File: src/rtl/branch_resolve_ctrl.sv
// Conditional-branch sequencer: owns the NZCV flag register, resolves decoded
// branches against a flag snapshot, redirects fetch and holds a flush window.
module branch_resolve_ctrl #(
  parameter int ADDR_W       = 32,
  parameter int FLUSH_CYCLES = 2,
  parameter int CNT_W        = 16
) (
  input  logic              clk,
  input  logic              rst_n,
  input  logic              alu_flags_we,
  input  logic [3:0]        alu_flags,
  input  logic              br_valid,
  output logic              br_ready,
  input  logic [3:0]        br_cond,
  input  logic [ADDR_W-1:0] br_target,
  output logic              redirect_valid,
  input  logic              redirect_ready,
  output logic [ADDR_W-1:0] redirect_pc,
  output logic              flush,
  output logic [3:0]        flags,
  input  logic              cnt_clr,
  output logic [CNT_W-1:0]  taken_cnt,
  output logic [CNT_W-1:0]  nottaken_cnt
);

  typedef enum logic [1:0] {
    S_IDLE,
    S_RESOLVE,
    S_REDIRECT,
    S_FLUSH
  } state_t;

  localparam int FC_W = (FLUSH_CYCLES > 0) ? $clog2(FLUSH_CYCLES + 1) : 1;
  localparam logic [CNT_W-1:0] CNT_MAX = {CNT_W{1'b1}};

  state_t              state_reg, state_next;
  logic [3:0]          flags_reg;
  logic [3:0]          cond_reg;
  logic [3:0]          snap_reg;
  logic [ADDR_W-1:0]   target_reg;
  logic                redirect_valid_reg, redirect_valid_next;
  logic [ADDR_W-1:0]   redirect_pc_reg, redirect_pc_next;
  logic                flush_reg, flush_next;
  logic [FC_W-1:0]     flush_cnt_reg, flush_cnt_next;
  logic [CNT_W-1:0]    taken_cnt_reg, nottaken_cnt_reg;
  logic                taken_inc, nottaken_inc;
  logic                accept;
  logic                cond_base;
  logic                cond_taken;

  assign br_ready       = (state_reg == S_IDLE);
  assign accept         = br_valid & br_ready;
  assign redirect_valid = redirect_valid_reg;
  assign redirect_pc    = redirect_pc_reg;
  assign flush          = flush_reg;
  assign flags          = flags_reg;
  assign taken_cnt      = taken_cnt_reg;
  assign nottaken_cnt   = nottaken_cnt_reg;

  // Odd codes are the complement of the preceding even code; NV = !AL.
  always_comb begin
    cond_base = 1'b1;
    case (cond_reg[3:1])
      3'd0: cond_base = snap_reg[2];
      3'd1: cond_base = snap_reg[1];
      3'd2: cond_base = snap_reg[3];
      3'd3: cond_base = snap_reg[0];
      3'd4: cond_base = snap_reg[1] & ~snap_reg[2];
      3'd5: cond_base = (snap_reg[3] == snap_reg[0]);
      3'd6: cond_base = ~snap_reg[2] & (snap_reg[3] == snap_reg[0]);
      default: cond_base = 1'b1;
    endcase
    cond_taken = cond_base ^ cond_reg[0];
  end

  always_ff @(posedge clk or negedge rst_n) begin
    if (!rst_n) begin
      flags_reg <= 4'd0;
    end else if (alu_flags_we) begin
      flags_reg <= alu_flags;
    end
  end

  // The snapshot forwards a same-cycle flag write so the branch sees it.
  always_ff @(posedge clk or negedge rst_n) begin
    if (!rst_n) begin
      cond_reg   <= 4'd0;
      snap_reg   <= 4'd0;
      target_reg <= '0;
    end else if (accept) begin
      cond_reg   <= br_cond;
      snap_reg   <= alu_flags_we ? alu_flags : flags_reg;
      target_reg <= br_target;
    end
  end

  always_comb begin
    state_next          = state_reg;
    redirect_valid_next = redirect_valid_reg;
    redirect_pc_next    = redirect_pc_reg;
    flush_next          = flush_reg;
    flush_cnt_next      = flush_cnt_reg;
    taken_inc           = 1'b0;
    nottaken_inc        = 1'b0;
    case (state_reg)
      S_IDLE: begin
        if (accept) begin
          state_next = S_RESOLVE;
        end
      end
      S_RESOLVE: begin
        if (cond_taken) begin
          taken_inc           = 1'b1;
          redirect_valid_next = 1'b1;
          redirect_pc_next    = target_reg;
          state_next          = S_REDIRECT;
        end else begin
          nottaken_inc = 1'b1;
          state_next   = S_IDLE;
        end
      end
      S_REDIRECT: begin
        if (redirect_ready) begin
          redirect_valid_next = 1'b0;
          if (FLUSH_CYCLES > 0) begin
            flush_next     = 1'b1;
            flush_cnt_next = FC_W'(FLUSH_CYCLES);
            state_next     = S_FLUSH;
          end else begin
            state_next = S_IDLE;
          end
        end
      end
      S_FLUSH: begin
        if (flush_cnt_reg <= FC_W'(1)) begin
          flush_next     = 1'b0;
          flush_cnt_next = '0;
          state_next     = S_IDLE;
        end else begin
          flush_cnt_next = flush_cnt_reg - FC_W'(1);
        end
      end
      default: state_next = S_IDLE;
    endcase
  end

  always_ff @(posedge clk or negedge rst_n) begin
    if (!rst_n) begin
      state_reg          <= S_IDLE;
      redirect_valid_reg <= 1'b0;
      redirect_pc_reg    <= '0;
      flush_reg          <= 1'b0;
      flush_cnt_reg      <= '0;
    end else begin
      state_reg          <= state_next;
      redirect_valid_reg <= redirect_valid_next;
      redirect_pc_reg    <= redirect_pc_next;
      flush_reg          <= flush_next;
      flush_cnt_reg      <= flush_cnt_next;
    end
  end

  always_ff @(posedge clk or negedge rst_n) begin
    if (!rst_n) begin
      taken_cnt_reg    <= '0;
      nottaken_cnt_reg <= '0;
    end else if (cnt_clr) begin
      taken_cnt_reg    <= '0;
      nottaken_cnt_reg <= '0;
    end else begin
      if (taken_inc && (taken_cnt_reg != CNT_MAX)) begin
        taken_cnt_reg <= taken_cnt_reg + CNT_W'(1);
      end
      if (nottaken_inc && (nottaken_cnt_reg != CNT_MAX)) begin
        nottaken_cnt_reg <= nottaken_cnt_reg + CNT_W'(1);
      end
    end
  end

endmodule

File: config.mk
export PLATFORM = sky130hd
export DESIGN_NAME = branch_resolve_ctrl
export DESIGN_NICKNAME = d
export VERILOG_FILES = /design/src/rtl/branch_resolve_ctrl.sv
export SDC_FILE = /design/constraint.sdc
export NUM_CORES = 1
export LEC_CHECK = 0
export CAP_MARGIN = 0
export CORE_MARGIN = 4
export CORE_UTILIZATION = 34
export CTS_BUF_LIST = sky130_fd_sc_hd__clkbuf_4 sky130_fd_sc_hd__clkbuf_8
export DETAILED_ROUTE_END_ITERATION = 8
export GPL_TIMING_DRIVEN = 0
export PLACE_DENSITY = 0.69
export SETUP_SLACK_MARGIN = 0.05
export SYNTH_ARGS = -nofsm -noshare
export SYNTH_HDL_FRONTEND = slang
export SYNTH_SLANG_ARGS = --single-unit
File: constraint.sdc
create_clock -name clk -period 6.2 [get_ports clk]
set_input_delay 0.93 -clock clk [delete_from_list [all_inputs] [get_ports clk]]
set_output_delay 0.93 -clock clk [all_outputs]
set_load 0.005 [all_outputs]
After elaboration in Yosys (flattened, before gate mapping)
Index checks and enable logic that the tools add are counted.

storage, ports and cells
  register bits after elaboration = 114
  bits in latches = 0
  bits in writable memories = 0
  bits in read-only memories = 0
  input bits = 46
  output and inout port bits = 71
  word-level logic and storage cells = 73
  memories kept = 0

cells by class
  add/sub/neg operators = 3
  $mul = 0
  divide/modulo/power cells = 0
  $lt $le $gt $ge = 1
  equal/unequal tests = 16
  shift operators = 0
  multiplexer cells = 24
  bitwise operators = 5
  reductions and logical operators = 13

operator list
  cell                                                            count
  two-way mux 16 bit                                              4
  adder 16 x 1 -> 16 bit, second input constant                   2
  != test 16 bit, second input constant                           2
  two-way mux 2 bit                                               6
  == test 3 bit, second input constant                            3
  AND reduction 3 bit                                             3
  two-way mux 1 bit                                               8
  case mux 2 bit (4 select lines)                                 1
  nonzero test 2 bit                                              4
  case mux 1 bit (7 select lines)                                 1
  == test 3 x 2 -> 1 bit, second input constant                   2
  != test 2 bit, second input constant                            3
  == test 2 bit, second input constant                            2
  two-way mux 4 bit                                               1
  case mux 1 bit (2 select lines)                                 2
  case mux 2 bit (2 select lines)                                 1
  AND reduction 2 bit                                             2
  AND 1 bit                                                       3
  == test 3 x 1 -> 1 bit, second input constant                   1
  zero test 3 bit                                                 1
  == test 2 x 1 -> 1 bit, second input constant                   1
  less-or-equal comparator 2 x 1 -> 1 bit, second input constant  1
  logical AND 1 bit                                               2
  zero test 2 bit                                                 1
  other kinds (5)                                                 5

Logic depth before layout (Yosys ltp)
  depth in word-level cells = 9
  gate-level depth with buffers = 8
  gate-level depth less buffers = 7

Least setup slack after synthesis
No wires, ideal clock.

  path kind = reg2reg
  start point = register nottaken_cnt_reg[0] (netlist: nottaken_cnt[0])
  end point = register nottaken_cnt_reg[6] (netlist: nottaken_cnt[6])
  setup time = 0.128 ns
  data arrival time = 2.054 ns
  required time = 6.072 ns
  setup slack = 4.018 ns
  stages on the path, launching flop included = 8
  buffers on the path = 1
  period minus slack after synthesis = 2.182 ns
  cells stage by stage = dfrtp_1 > ha_1 > nand3_1 > or3_1 > o31ai_2 > buf_2 > nor4_2 > mux2_1

between the ends
  cells in the longest elaborated chain, start to end = 3
  elaborated cells between the ends (all ways) = 6
  those cells by class = 1 x add/sub; 1 x eq/ne; 2 x mux; 2 x reduce/logical

ends and longest elaborated chain
  element                                                          line      RTL
  start: declaration                                               45        logic [CNT_W-1:0] taken_cnt_reg, nottaken_cnt_reg;
  start signal: assignment                                         175       nottaken_cnt_reg <= nottaken_cnt_reg + CNT_W'(1);
  adder 16 x 1 -> 16 bit / != test 16 bit (equally long branches)  175, 174
  two-way mux 16 bit / logical AND 1 bit (equally long branches)   174       if (nottaken_inc && (nottaken_cnt_reg != CNT_MAX)) begin
  two-way mux 16 bit / nonzero test 2 bit (equally long branches)  --

Parallel ways exist; a longest one is shown, timed or not. The select of a mux whose other input is x is not followed.
A chain may end at the register's enable or synchronous reset.

Worst setup path after layout
  start point = register nottaken_cnt_reg[0] (netlist: nottaken_cnt[0])
  end point = register nottaken_cnt_reg[14] (netlist: nottaken_cnt[14])

The elaborated chain is that of the path after synthesis.

==> impl_metrics.tcl <==
set metrics [dict create \
    outcome "finished, final reports clean" \
    slew_headroom 0.537 \
    diodes 0 \
    required_ns 6.51 \
    synth_top_area_share 0.564 \
    max_stage_delay_ns 0.58 \
    grt_pass1_vias 3924 \
    hold_violations 0 \
    wl_mm 11.9 \
    cts_buffers 17 \
    die_w_um 130 \
    die_h_um 130 \
    cts.sinks 114 \
    gr-total-overflow 0 \
    synth-edff-count 0 \
    tns_ns 0 \
    rsz0062_at_grt "no" \
    rows 44 \
    cts_setup_buffers 0 \
    final_max_slew_viol_count 0 \
    nets 593 \
    yosysSeqAreaShare 0.564 \
    cts_tree "yes" \
    fin_ws_ns 3.58 \
    yosys-top-cells-count "dfrtp_1 (114), mux2_2 (80), a21oi_1 (28), nor2_1 (22), nand2_1 (20)" \
    synthToLayoutAreaGrowth_pct 36.1 \
    yosys_warnings 0 \
    syn_nets 458 \
    cts_hold_buf 0 \
    dr.pass1.iters 4 \
    root_buffer "clkbuf_8" \
    tightest_slew_ns 0.694 \
    hold_class "input port to async pin" \
    yosysMostFrequentCell "dfrtp_1" \
    yosys-top-cells-area "dfrtp_1 (56%), mux2_2 (18%), a21oi_1 (2.8%)" \
    avgSynthCellArea_sq_um 12.3 \
    via_per_inst 5.17 \
    async_flop_share 1.00 \
    cts_resized 0 \
    drt_iter0_drc 166 \
    antenna_found_initial 0 \
    syn_area_sq_mm 0.00506 \
    finClkSkew_ns 0.00845 \
    insertion_delay_ns 0.43 \
    grt_pass1_wl_mm 19.5 \
    dp.cells 710 \
    path_clk_slew_ns 0.07 \
    total_power_uw 3160 \
    ir_drop_v 0.000302 \
    synth_area_leader_cell "dfrtp_1" \
    dp_slack_ns 3.30 \
    postSynthCellCount 410 \
    ioPinCount 117 \
    cap_violations 0 \
    rrSetupSlack_ns 3.58 \
    p_leak_uw 0.00273 \
    max_freq_mhz 382 \
    yosys.cell_types.count 46 \
    final_cells 742 \
    grt_max_degree 69 \
    htreeDepth 4 \
    synth_ff_type "dfrtp_1" \
    drc 0 \
    critical_path_class "register to register" \
    worst_path_max_delay_cell "nor3_1" \
    arrival_ns 2.93 \
    cts_buffer_depth 2 \
    track_usage 0.147 \
    initial_core_util 0.348 \
    yosys_register_bits 114 \
    critical_path.max_fanout 7 \
    crit_chain "ha_1 -> nand3_1 -> nor3_1 -> a21oi_1 -> mux2_2 -> nand3_1 -> mux2_2" \
    gp_congestion 0.887 \
    end_kind "register" \
    drive_gt1_frac 0.235 \
    ant_nets 0 \
    final.period_utilization 0.422 \
    port-buffer-count 115 \
    fin_crit_ns 2.62 \
    coreArea_sq_mm 0.0145 \
    setup_viol 0 \
    startpoint_type "register" \
    dieArea_sq_mm 0.0169 \
    hpwlAfterDp_mm 8.62 \
    pwr_density_cell_mw_per_mm2 459 \
    wire_per_inst_um 16.0 \
    num_vias 3836 \
]
area by class of cell:
class,count,area (sq um)
buffer,19,95.1
multi-input combinational,273,2100
tap,184,230
sequential,114,2850
clock inverter,13,160
inverter,4,15.0
clock buffer,19,255
timing repair buffer,116,1180
fill,1329,7650
final timing paths:
path,startpoint,endpoint,cells past startpoint
max in group asynchronous,rst_n,nottaken_cnt[9],2
hold / removal,rst_n,redirect_pc[17],1
setup reg to reg,nottaken_cnt[0],nottaken_cnt[14],7
setup / recovery,nottaken_cnt[0],nottaken_cnt[14],7
min in group clk,flush_cnt_reg[0],flush_cnt_reg[0],1
hold reg to reg,flush_cnt_reg[0],flush_cnt_reg[0],1
kinds of logic after synthesis:
kind of cell    Yosys count  share of synthesized area
compound gates           70                     0.0860
xor+xnor                  6                     0.0156
fa+ha+maj                 2                    0.00494
buf+inv                  23                     0.0218
flops                   114                      0.564
mux                      86                      0.191
simple gates            109                      0.117
layout by cell type (no fill, tap or decap), types with 13 or more instances in the layout:
cell type        Yosys  layout
a21oi_1             28      28
clkbuf_8             0      18
clkdlybuf4s50_1      0     114
dfrtp_1            114     114
mux2_2              80      80
nand2_1             20      20
nand3_1             15      15
nor2_1              22      22
o21ai_0             13      13
o31ai_1             15      15
or4_1               15      15
power by group:
group	switching [uW]	internal, uW	total (uW)
Clock	310	411	721
Sequential	166	1020	1190
Combinational	549	708	1260
Total	1020	2140	3160
critical path: cells and delay by family (launching register included):
kind	cells	cell delay, ns
AO/OA/AOI/OAI	1	0.17
adder cells (fa/ha/maj)	1	0.22
flip-flops	1	0.45
multiplexers	2	0.74
AND/OR/NAND/NOR	3	0.92
metrics by stage:
step           utilization  hold slack, ns  instance area (sq um)
2_1_floorplan            -           0.447                   5060
3_3_place_gp         0.443           0.466                   6440
3_5_place_dp         0.445           0.487                   6470
4_1_cts              0.474           0.417                   6890
5_1_grt              0.474           0.438                   6890
6_report             0.474           0.431                   6890
routing by layer:
layer	global-route usage	vias up	wire [um]
met2	0.235	125	5790
met1	0.176	1910	4880
met3	0.0757	11	1110
li1	-	1790	-
met4	0.0373	0	105
met5	0	-	0
Power figures use the tool's default switching activity.
